==> config.mk <==
export PLATFORM = sky130hd
export DESIGN_NAME = hazard_interlock
export DESIGN_NICKNAME = d
export VERILOG_FILES = /design/src/rtl/hazard_interlock_pkg.sv /design/src/rtl/hazard_addr_cmp.sv /design/src/rtl/hazard_interlock.sv
export SDC_FILE = /design/constraint.sdc
export NUM_CORES = 1
export LEC_CHECK = 0
export ABC_AREA = 1
export CAP_MARGIN = 30
export CORE_ASPECT_RATIO = 0.5
export CORE_UTILIZATION = 33
export DETAILED_ROUTE_END_ITERATION = 7
export PLACE_DENSITY = 0.57
export SETUP_SLACK_MARGIN = 0.02
export SLEW_MARGIN = 20
export SYNTH_ARGS = -nofsm -noshare
export SYNTH_HDL_FRONTEND = slang
export SYNTH_HIERARCHICAL = 1
export SYNTH_SLANG_ARGS = --single-unit
==> constraint.sdc <==
create_clock -name clk -period 4.09 [get_ports clk]
set_clock_uncertainty 0.1 [all_clocks]
set_input_delay 0.6135 -clock clk [delete_from_list [all_inputs] [get_ports clk]]
set_output_delay 0.6135 -clock clk [all_outputs]
set_load 0.05 [all_outputs]
==> src/rtl/hazard_interlock_pkg.sv <==
// Shared definitions for the decode-stage hazard interlock: register-address
// sizing, the scoreboard entry record, scoreboard slot indices and the
// RUN/STALL state encoding.
package hazard_interlock_pkg;

  // Default register-address width (8 architectural registers).
  localparam int REG_AW_DEF = 3;

  // Widest register address a scoreboard entry can hold. Narrower addresses
  // are zero-extended, so an equality compare over this width gives the same
  // answer as a compare over the real address width.
  localparam int REG_AW_MAX = 8;

  // Pipeline stages tracked behind decode, youngest first.
  localparam int SB_DEPTH = 3;
  localparam int IDX_EX   = 0;
  localparam int IDX_MEM  = 1;
  localparam int IDX_WB   = 2;

  // One in-flight instruction: does it write a register, which one, and is
  // its result coming from memory (so it is only ready late)?
  typedef struct packed {
    logic                  valid;
    logic                  is_load;
    logic [REG_AW_MAX-1:0] des;
  } sb_entry_t;

  localparam sb_entry_t SB_EMPTY = '0;

  // Interlock FSM states.
  typedef enum logic {
    ST_RUN   = 1'b0,
    ST_STALL = 1'b1
  } fsm_state_t;

endpackage

==> src/rtl/hazard_addr_cmp.sv <==
// One source-vs-scoreboard-entry compare. A hit needs the source to be read
// and the entry to hold a live writer, and the addresses to be identical.
module hazard_addr_cmp #(
  parameter int AW = 3
) (
  input  logic [AW-1:0] src,
  input  logic          src_used,
  input  logic [AW-1:0] ent_des,
  input  logic          ent_valid,
  output logic          hit
);

  // Qualified full-width address equality.
  assign hit = src_used & ent_valid & (src == ent_des);

endmodule

==> src/rtl/hazard_interlock.sv <==
// Decode-stage read-after-write interlock with a 3-entry scoreboard
// (EX, MEM, WB), a RUN/STALL state register and a saturating stall counter.
// Build option HAZARD_FORWARD_EN: when defined, the datapath is assumed to
// forward ALU results, so only a load sitting in EX blocks a dependent reader
// (one bubble). When undefined, any live writer in EX, MEM or WB blocks it.
module hazard_interlock
  import hazard_interlock_pkg::*;
#(
  parameter int REG_AW = REG_AW_DEF,
  parameter int CNT_W  = 16
) (
  input  logic              clk,
  input  logic              rst_n,
  input  logic              id_valid,
  input  logic [REG_AW-1:0] id_src1,
  input  logic [REG_AW-1:0] id_src2,
  input  logic              id_src1_used,
  input  logic              id_src2_used,
  input  logic [REG_AW-1:0] id_des,
  input  logic              id_writes,
  input  logic              id_is_load,
  input  logic              flush,
  output logic              pc_we,
  output logic              ifid_we,
  output logic              idex_bubble,
  output logic              stall_state,
  output logic [CNT_W-1:0]  stall_cnt
);

  sb_entry_t             sb [SB_DEPTH];
  sb_entry_t             ex_next;
  logic [REG_AW_MAX-1:0] src1_x;
  logic [REG_AW_MAX-1:0] src2_x;
  logic [SB_DEPTH-1:0]   hit1;
  logic [SB_DEPTH-1:0]   hit2;
  logic                  dep;
  logic                  stall;
  fsm_state_t            state;

  // Widen decode addresses to the entry width and build the entry that
  // follows the decoding instruction into EX.
  // NOTE: every variable written here gets a default first, so no latch can be inferred.
  always_comb begin
    src1_x                 = '0;
    src1_x[REG_AW-1:0]     = id_src1;
    src2_x                 = '0;
    src2_x[REG_AW-1:0]     = id_src2;
    ex_next                = SB_EMPTY;
    ex_next.valid          = id_valid & id_writes & ~stall & ~flush;
    ex_next.is_load        = id_is_load;
    ex_next.des[REG_AW-1:0] = id_des;
  end

  // One comparator per (source, scoreboard entry) pair.
  for (genvar e = 0; e < SB_DEPTH; e++) begin : g_ent
    hazard_addr_cmp #(.AW(REG_AW_MAX)) u_cmp_src1 (
      .src       (src1_x),
      .src_used  (id_src1_used),
      .ent_des   (sb[e].des),
      .ent_valid (sb[e].valid),
      .hit       (hit1[e])
    );
    hazard_addr_cmp #(.AW(REG_AW_MAX)) u_cmp_src2 (
      .src       (src2_x),
      .src_used  (id_src2_used),
      .ent_des   (sb[e].des),
      .ent_valid (sb[e].valid),
      .hit       (hit2[e])
    );
  end

`ifdef HAZARD_FORWARD_EN
  // Only a load still in EX cannot be forwarded in time.
  assign dep = (hit1[IDX_EX] | hit2[IDX_EX]) & sb[IDX_EX].is_load;
`else
  // Without forwarding every in-flight writer must retire first.
  assign dep = |(hit1 | hit2);
`endif

  // An empty decode slot never stalls.
  assign stall = id_valid & dep;

  // Hold PC and IF/ID while stalled; bubble ID/EX on stall or redirect.
  assign pc_we       = ~stall;
  assign ifid_we     = ~stall;
  assign idex_bubble = stall | flush;
  assign stall_state = (state == ST_STALL);

  // Load-type flags of older entries only matter for some build options.
  logic sb_unused;
  assign sb_unused = ^{sb[IDX_MEM].is_load, sb[IDX_WB].is_load, sb[IDX_EX].is_load};

  // Scoreboard shift: decode -> EX -> MEM -> WB.
  // NOTE: the scoreboard is a few flops, not a RAM, so it is reset; that is what lets reset release a stall.
  always_ff @(posedge clk or negedge rst_n) begin
    if (!rst_n) begin
      for (int i = 0; i < SB_DEPTH; i++) sb[i] <= SB_EMPTY;
    end else begin
      // NOTE: non-blocking so each stage takes its neighbour's pre-edge value.
      sb[IDX_WB]  <= sb[IDX_MEM];
      sb[IDX_MEM] <= sb[IDX_EX];
      sb[IDX_EX]  <= ex_next;
    end
  end

  // RUN/STALL state follows the stall decision taken at each edge.
  always_ff @(posedge clk or negedge rst_n) begin
    if (!rst_n) begin
      state <= ST_RUN;
    end else begin
      case (state)
        ST_RUN:   if (stall)  state <= ST_STALL;
        ST_STALL: if (!stall) state <= ST_RUN;
        default:              state <= ST_RUN;
      endcase
    end
  end

  // Count stalled cycles, sticking at all-ones instead of wrapping.
  always_ff @(posedge clk or negedge rst_n) begin
    if (!rst_n) begin
      stall_cnt <= '0;
    end else if (stall && !(&stall_cnt)) begin
      stall_cnt <= stall_cnt + CNT_W'(1);
    end
  end

endmodule

==> metrics.md, run 1 <==
| Metric | Value |
|---|---|
| Synthesized flop and latch total | `29` |
| Cts repair resizes | `0` |
| Die width | `121 µm` |
| First-pass GRT wire length | `around 8.5 mm` |
| Register area share after synthesis | `0.312` |
| Fin crit period | `3.76 ns` |
| Leak | `approximately 1.6 nW` |
| FP Rows | `21` |
| N_diodes | `0` |
| CP Launch Type | `input pin` |
| Max Cap Viol | `0` |
| P&R area growth vs syn | `40.2%` |
| Yosys cell types | `21` |
| Share of layout cells above drive strength 1 | `0.0595` |
| Total Routing Usage GR | `0.150` |
| Synth top area cells | `dfrtp_1 (31%), nand2_1 (25%), inv_1 (12%), xnor2_1 (7.9%), nor2_1 (6.4%)` |
| Pre-CTS WS | `0.264 ns` |
| Routability cong. | `a little over 0.8` |
| Mapped Cells | `385` |
| Final setup violation count | `0` |
| Worst-case clock buffer depth | `2` |
| H-tree depth | `2` |
| Pins Over Slew Limit | `0` |
| Setup CP Type | `input pin to primary output` |
| DRC viols | `0` |
| 1st-iter DRT viols | `53` |
| Status | `complete, no violations` |
| CP max FO | `6` |
| Core ar. | `between 6000 and 7000 µm²` |
| DP Wirelength | `~3.8 mm` |
| Top cells by instance count after synthesis | `nand2_1 (154), inv_1 (75), nor2_1 (40)` |
| Largest net degree at the start of global routing | `30` |
| Clock latency on the worst-skew pair | `roughly 0.28 ns` |
| Nets@finish | `538` |
| Setup crit end kind | `primary output` |
| WL/cell | `8.02 µm` |
| TritonCTS clock tree | `done` |
| PwrDens | `250 nW/µm²` |
| Hold Crit Class | `register to register` |
| Clock sinks | `29` |
| Setup TNS Final | `0 ns` |
| Crit path DAT | `slightly above 3 ns` |
| Actual slew at the worst max-slew pin | `approximately 0.74 ns` |
| FILL cells | `723` |
| DIE HEIGHT | `61.4 µm` |
| Post-route ant nets | `0` |
| Syn. warnings | `6` |
| Post-synth EDFFs | `0` |
| Final critical-path share of the clock period | `0.919` |
| Post-synth ARST share | `1.00` |
| Final setup slack of the worst path | `approximately 0.33 ns` |
| Final Hold Viols | `0` |
| Avg Inst Size Synth | `~6 µm²` |
| Number of global-route vias before repair | `~1900` |
| 1st-pass router iterations | `4` |
| Congestion Overflow GR | `0` |
| Postcts setup bufs | `0` |
| Worst-path clk slew | `approximately 0.05 ns` |
| Post-CTS Hold Buffers | `0` |
| Worst Path Required | `between 3 and 4 ns` |
| Vias per cell | `~3.7` |
| RSZ-0062 raised after global routing | `false` |
| Main synth FF type | `dfrtp_1` |
| Peak supply drop | `about 0.14 mV` |
| DIE AREA | `between 7000 and 8000 µm²` |
| Mapped Area | `between 2000 and 2500 µm²` |
| Io pins | `37` |
| Total number of vias | `about 2300` |
| Max Fclk | `266 MHz` |
| Root buffer cell | `clkbuf_16` |
| PortBufs | `35` |
| Top-count cell post-synth | `nand2_1` |
| Yosys top cell area share | `0.312` |
| DRT Wirelength | `a little under 5 mm` |
| Cts bufs inserted | `5` |
| Area leader, netlist | `dfrtp_1` |
| Relative slew slack | `0.503` |
| Initial Util | `0.345` |
| Antenna violations before repair | `0` |
==> routing by layer <==
metal / GRT usage / part of all wire / vias to the layer above
met4: 0.0423 / 0.0065 / 0
met3: 0.0361 / 0.032 / 5
met1: 0.186 / 0.53 / 930
met2: 0.268 / 0.43 / 28
met5: 0 / 0 / -
li1: - / - / 1301
==> cell usage in the layout (no fill, tap or decap), types with 2 or more instances in the layout <==
cell	Yosys	final
clkbuf_1	0	3
clkbuf_16	0	5
clkdlybuf4s50_1	0	35
conb_1	1	96
dfrtp_1	29	29
inv_1	75	75
nand2_1	154	154
nand2_2	4	4
nand3_1	22	22
nand4_1	6	6
nor2_1	40	40
nor2_2	15	15
o21ai_0	5	5
o21ai_2	2	2
xnor2_1	21	21
xor2_1	2	2
==> sequential cells by signal, summed over array words and instances (netlist names) <==
signal       cells
stall_cnt       16
sb              12
stall_state      1
==> area by class of cell <==
| cell class | instances | area (µm²) | share of cell area |
|---|---|---|---|
| Clock buffer | 8 | 136 | 0.0418 |
| Sequential cell | 29 | 726 | 0.222 |
| Inverter | 76 | 285 | 0.0874 |
| Tap cell | 92 | 115 | 0.0353 |
| Timing Repair Buffer | 36 | 358 | 0.110 |
| Multi-Input combinational cell | 372 | 1640 | 0.504 |
==> worst paths after layout <==
path | start | endpoint | slack, ns | cells after the start
worst max register to register | sb[11] | stall_cnt[4] | 1.97 | 11
max in group asynchronous | rst_n | sb[11] | 2.96 | 2
worst min-delay path | sb[29] | sb[19] | 0.30 | 0
min in group asynchronous | rst_n | sb[12] | 0.63 | 2
worst max-delay path | id_src2[1] | idex_bubble | 0.33 | 13
worst min register to register | sb[29] | sb[19] | 0.30 | 0
==> per-stage QoR <==
stage           util  hold slack [ns]  total power (W)  std cells  cell area (µm²)
2_1_floorplan      -            0.218         0.000419        480             2690
3_3_place_gp   0.463            0.287         0.000467        605             3130
3_5_place_dp   0.463            0.285         0.000466        605             3130
4_1_cts        0.483            0.296         0.000826        613             3260
5_1_grt        0.483            0.315         0.000867        613             3260
6_report       0.483            0.295         0.000816        613             3260
==> worst max-delay path: stages <==
cell	delay, ns
clkdlybuf4s50_1	0.60
inv_1	0.06
nand2_1	0.06
nand2_1	0.05
nor2_2	0.08
nand3_1	0.08
nor2_1	0.10
nor2_1	0.06
nand3_1	0.09
nand2_1	0.12
inv_1	0.19
or2_2	0.15
clkdlybuf4s50_1	0.80
==> power breakdown <==
| part | total, W | internal (W) | switching, W |
|---|---|---|---|
| Sequential | 0.000313 | 0.000298 | 0.0000148 |
| Clock | 0.000353 | 0.000226 | 0.000127 |
| Combinational | 0.000150 | 0.0000617 | 0.0000884 |
| Total | 0.000816 | 0.000586 | 0.000230 |
==> cells by family after synthesis <==
| logic type | synth area share |
|---|---|
| flip-flops | 0.312 |
| AND/OR/NAND/NOR | 0.439 |
| adder cells (fa/ha/maj) | 0.00537 |
| buffers and inverters | 0.135 |
| other | 0.00161 |
| XOR/XNOR | 0.0865 |
| AO/OA/AOI/OAI | 0.0204 |
Power figures use the tool's default switching activity.
==> run 2, diff against run 1 <==
DONT_BUFFER_PORTS = 1   (was default)
PLACE_DENSITY = 0.5   (was 0.57)
==> metrics.md, run 2 (same netlist as run 1, synthesis figures left out) <==
| Metric | Value |
|---|---|
| Fin cells | `approximately 580` |
| Number of global-route vias before repair | `1808` |
| Max Fclk | `337 MHz` |
| Post-route ant nets | `0` |
| Worst-path clk slew | `around 0.05 ns` |
| Total Routing Usage GR | `0.143` |
| Sequential cell area | `726 µm²` |
| Io pins | `37` |
| DRT Wirelength | `approximately 4.8 mm` |
| P&R area growth vs syn | `26.9%` |
| H-tree depth | `2` |
| Slowest CP cell | `or2_2` |
| Critical Path Max Stage Delay | `0.45 ns` |
| Reg2Reg Setup Slack | `~1.8 ns` |
| Setup CP Type | `register to primary output` |
| Worst-case clock buffer depth | `2` |
| Nets@finish | `a little over 500` |
| DRC viols | `0` |
| Routability cong. | `between 0.7 and 0.8` |
| Fin crit period | `roughly 3.0 ns` |
| TritonCTS clock tree | `done` |
| Commonest non-fill, non-tap cell in the layout | `nand2_1` |
| PortBufs | `0` |
| Dpl cells | `between 500 and 600` |
| Clock latency on the worst-skew pair | `0.27 ns` |
| Final setup slack of the worst path | `between 1 and 1.5 ns` |
| PwrDens | `roughly 280 nW/µm²` |
| CP max FO | `5` |
| First-pass GRT wire length | `around 8 mm` |
| Largest net degree at the start of global routing | `30` |
| Final setup violation count | `0` |
| FP Rows | `21` |
| Actual slew at the worst max-slew pin | `roughly 0.72 ns` |
| Clock sinks | `29` |
| 1st-pass router iterations | `4` |
| Hold Crit Class | `input pin to asynchronous set/reset pin` |
| Relative slew slack | `0.517` |
| Congestion Overflow GR | `0` |
| Pins Over Slew Limit | `0` |
| Core ar. | `slightly below 7000 µm²` |
| CP Launch Type | `register` |
| Antenna violations before repair | `0` |
| Setup crit end kind | `primary output` |
| Final critical-path share of the clock period | `0.725` |
| Setup TNS Final | `0 ns` |
| N_diodes | `0` |
| 1st-iter DRT viols | `45` |
| FILL cells | `728` |
| DIE HEIGHT | `between 60 and 70 µm` |
| Postcts setup bufs | `0` |
| Max reg flops | `16` |
| Total number of vias | `around 2100` |
| Final Hold Viols | `0` |
| Reg with most FFs | `stall_cnt` |
| WL/cell | `roughly 8.4 µm` |
| Die width | `between 100 and 150 µm` |
| DIE AREA | `about 7400 µm²` |
| Initial Util | `0.345` |
| Final hold slack | `approximately 0.062 ns` |
| Peak supply drop | `between 0.1 and 0.15 mV` |
| Pre-CTS WS | `1.14 ns` |
| Leak | `between 1 and 1.5 nW` |
| RSZ-0062 raised after global routing | `false` |
| Status | `complete, no violations` |
| Vias per cell | `3.60` |
| Worst-path cell chain | `inv_1, nand2_1, nand2_1, nor2_1, nand3_1, nor2_1, nor2_1, nand3_1, nand2_1, buf_4, inv_1, or2_2` |
| Share of layout cells above drive strength 1 | `0.0719` |
| Most frequent cells in the layout | `nand2_1 (154), conb_1 (96), inv_1 (75)` |
| Crit path DAT | `between 2 and 2.5 ns` |
| DP Wirelength | `around 3.7 mm` |
| Cts bufs inserted | `5` |
| Root buffer cell | `clkbuf_16` |
| Area of the multi-input gates | `1640 µm²` |
| Max Cap Viol | `0` |
| Worst Path Required | `3.38 ns` |
==> run 2: cell count changes in the layout (fill, tap and decap cells not counted) <==
cell / change
clkinv_2: +1
clkbuf_1: -3
clkdlybuf4s50_1: -35
clkbuf_8: +2
buf_12: +1
==> run 2: path summary, 6_finish.rpt <==
path	startpoint	end	cells after the start
max reg2reg	sb[29]	stall_cnt[4]	12
max	sb[1]	idex_bubble	12
min reg2reg	sb[19]	sb[9]	0
min in group clk	id_des[2]	sb[22]	0
max in group asynchronous	rst_n	stall_cnt[0]	1
min	rst_n	sb[9]	1
==> run 2: final cells by class <==
cell class	count	share of cell area
sequential	29	0.246
inverter	76	0.0965
clock buffer	7	0.0517
multi-input combinational	372	0.556
timing repair buffer	2	0.00931
tap	92	0.0389
clock inverter	1	0.00169
==> run 2: where the power goes <==
part | switching (W) | total [W] | internal, W
clock network | 0.000131 | 0.000388 | 0.000257
logic | 0.0000602 | 0.000102 | 0.0000416
registers | 0.0000352 | 0.000333 | 0.000298
==> run 2: what timing repair did <==
action,4_1_cts,5_1_grt
gates resized for setup,0,0
hold buffers,1,0
endpoints found under the hold margin,29,0
==> run 2: through the flow <==
step / instance area (µm²) / total power (W) / utilization
detailed placement: 2780 / 0.000429 / 0.411
global placement: 2780 / 0.000429 / 0.411
finish: 2960 / 0.000823 / 0.438
global route: 2960 / 0.000874 / 0.438
CTS: 2960 / 0.000835 / 0.438
floorplan: 2690 / 0.000419 / -
==> run 2: layer usage <==
metal  vias up  GRT usage  wire [µm]
met1       815      0.180       2470
met5         -          0          0
li1       1232          -          -
met2        30      0.237       2050
met3         6     0.0435        259
met4         0     0.0529         52
==> run 2: critical path: cells and delay by family (launching register included) <==
| family | cells | cell delay, ns |
|---|---|---|
| buffers and inverters | 3 | 0.54 |
| flip-flops | 1 | 0.41 |
| AND/OR/NAND/NOR | 9 | 1.03 |
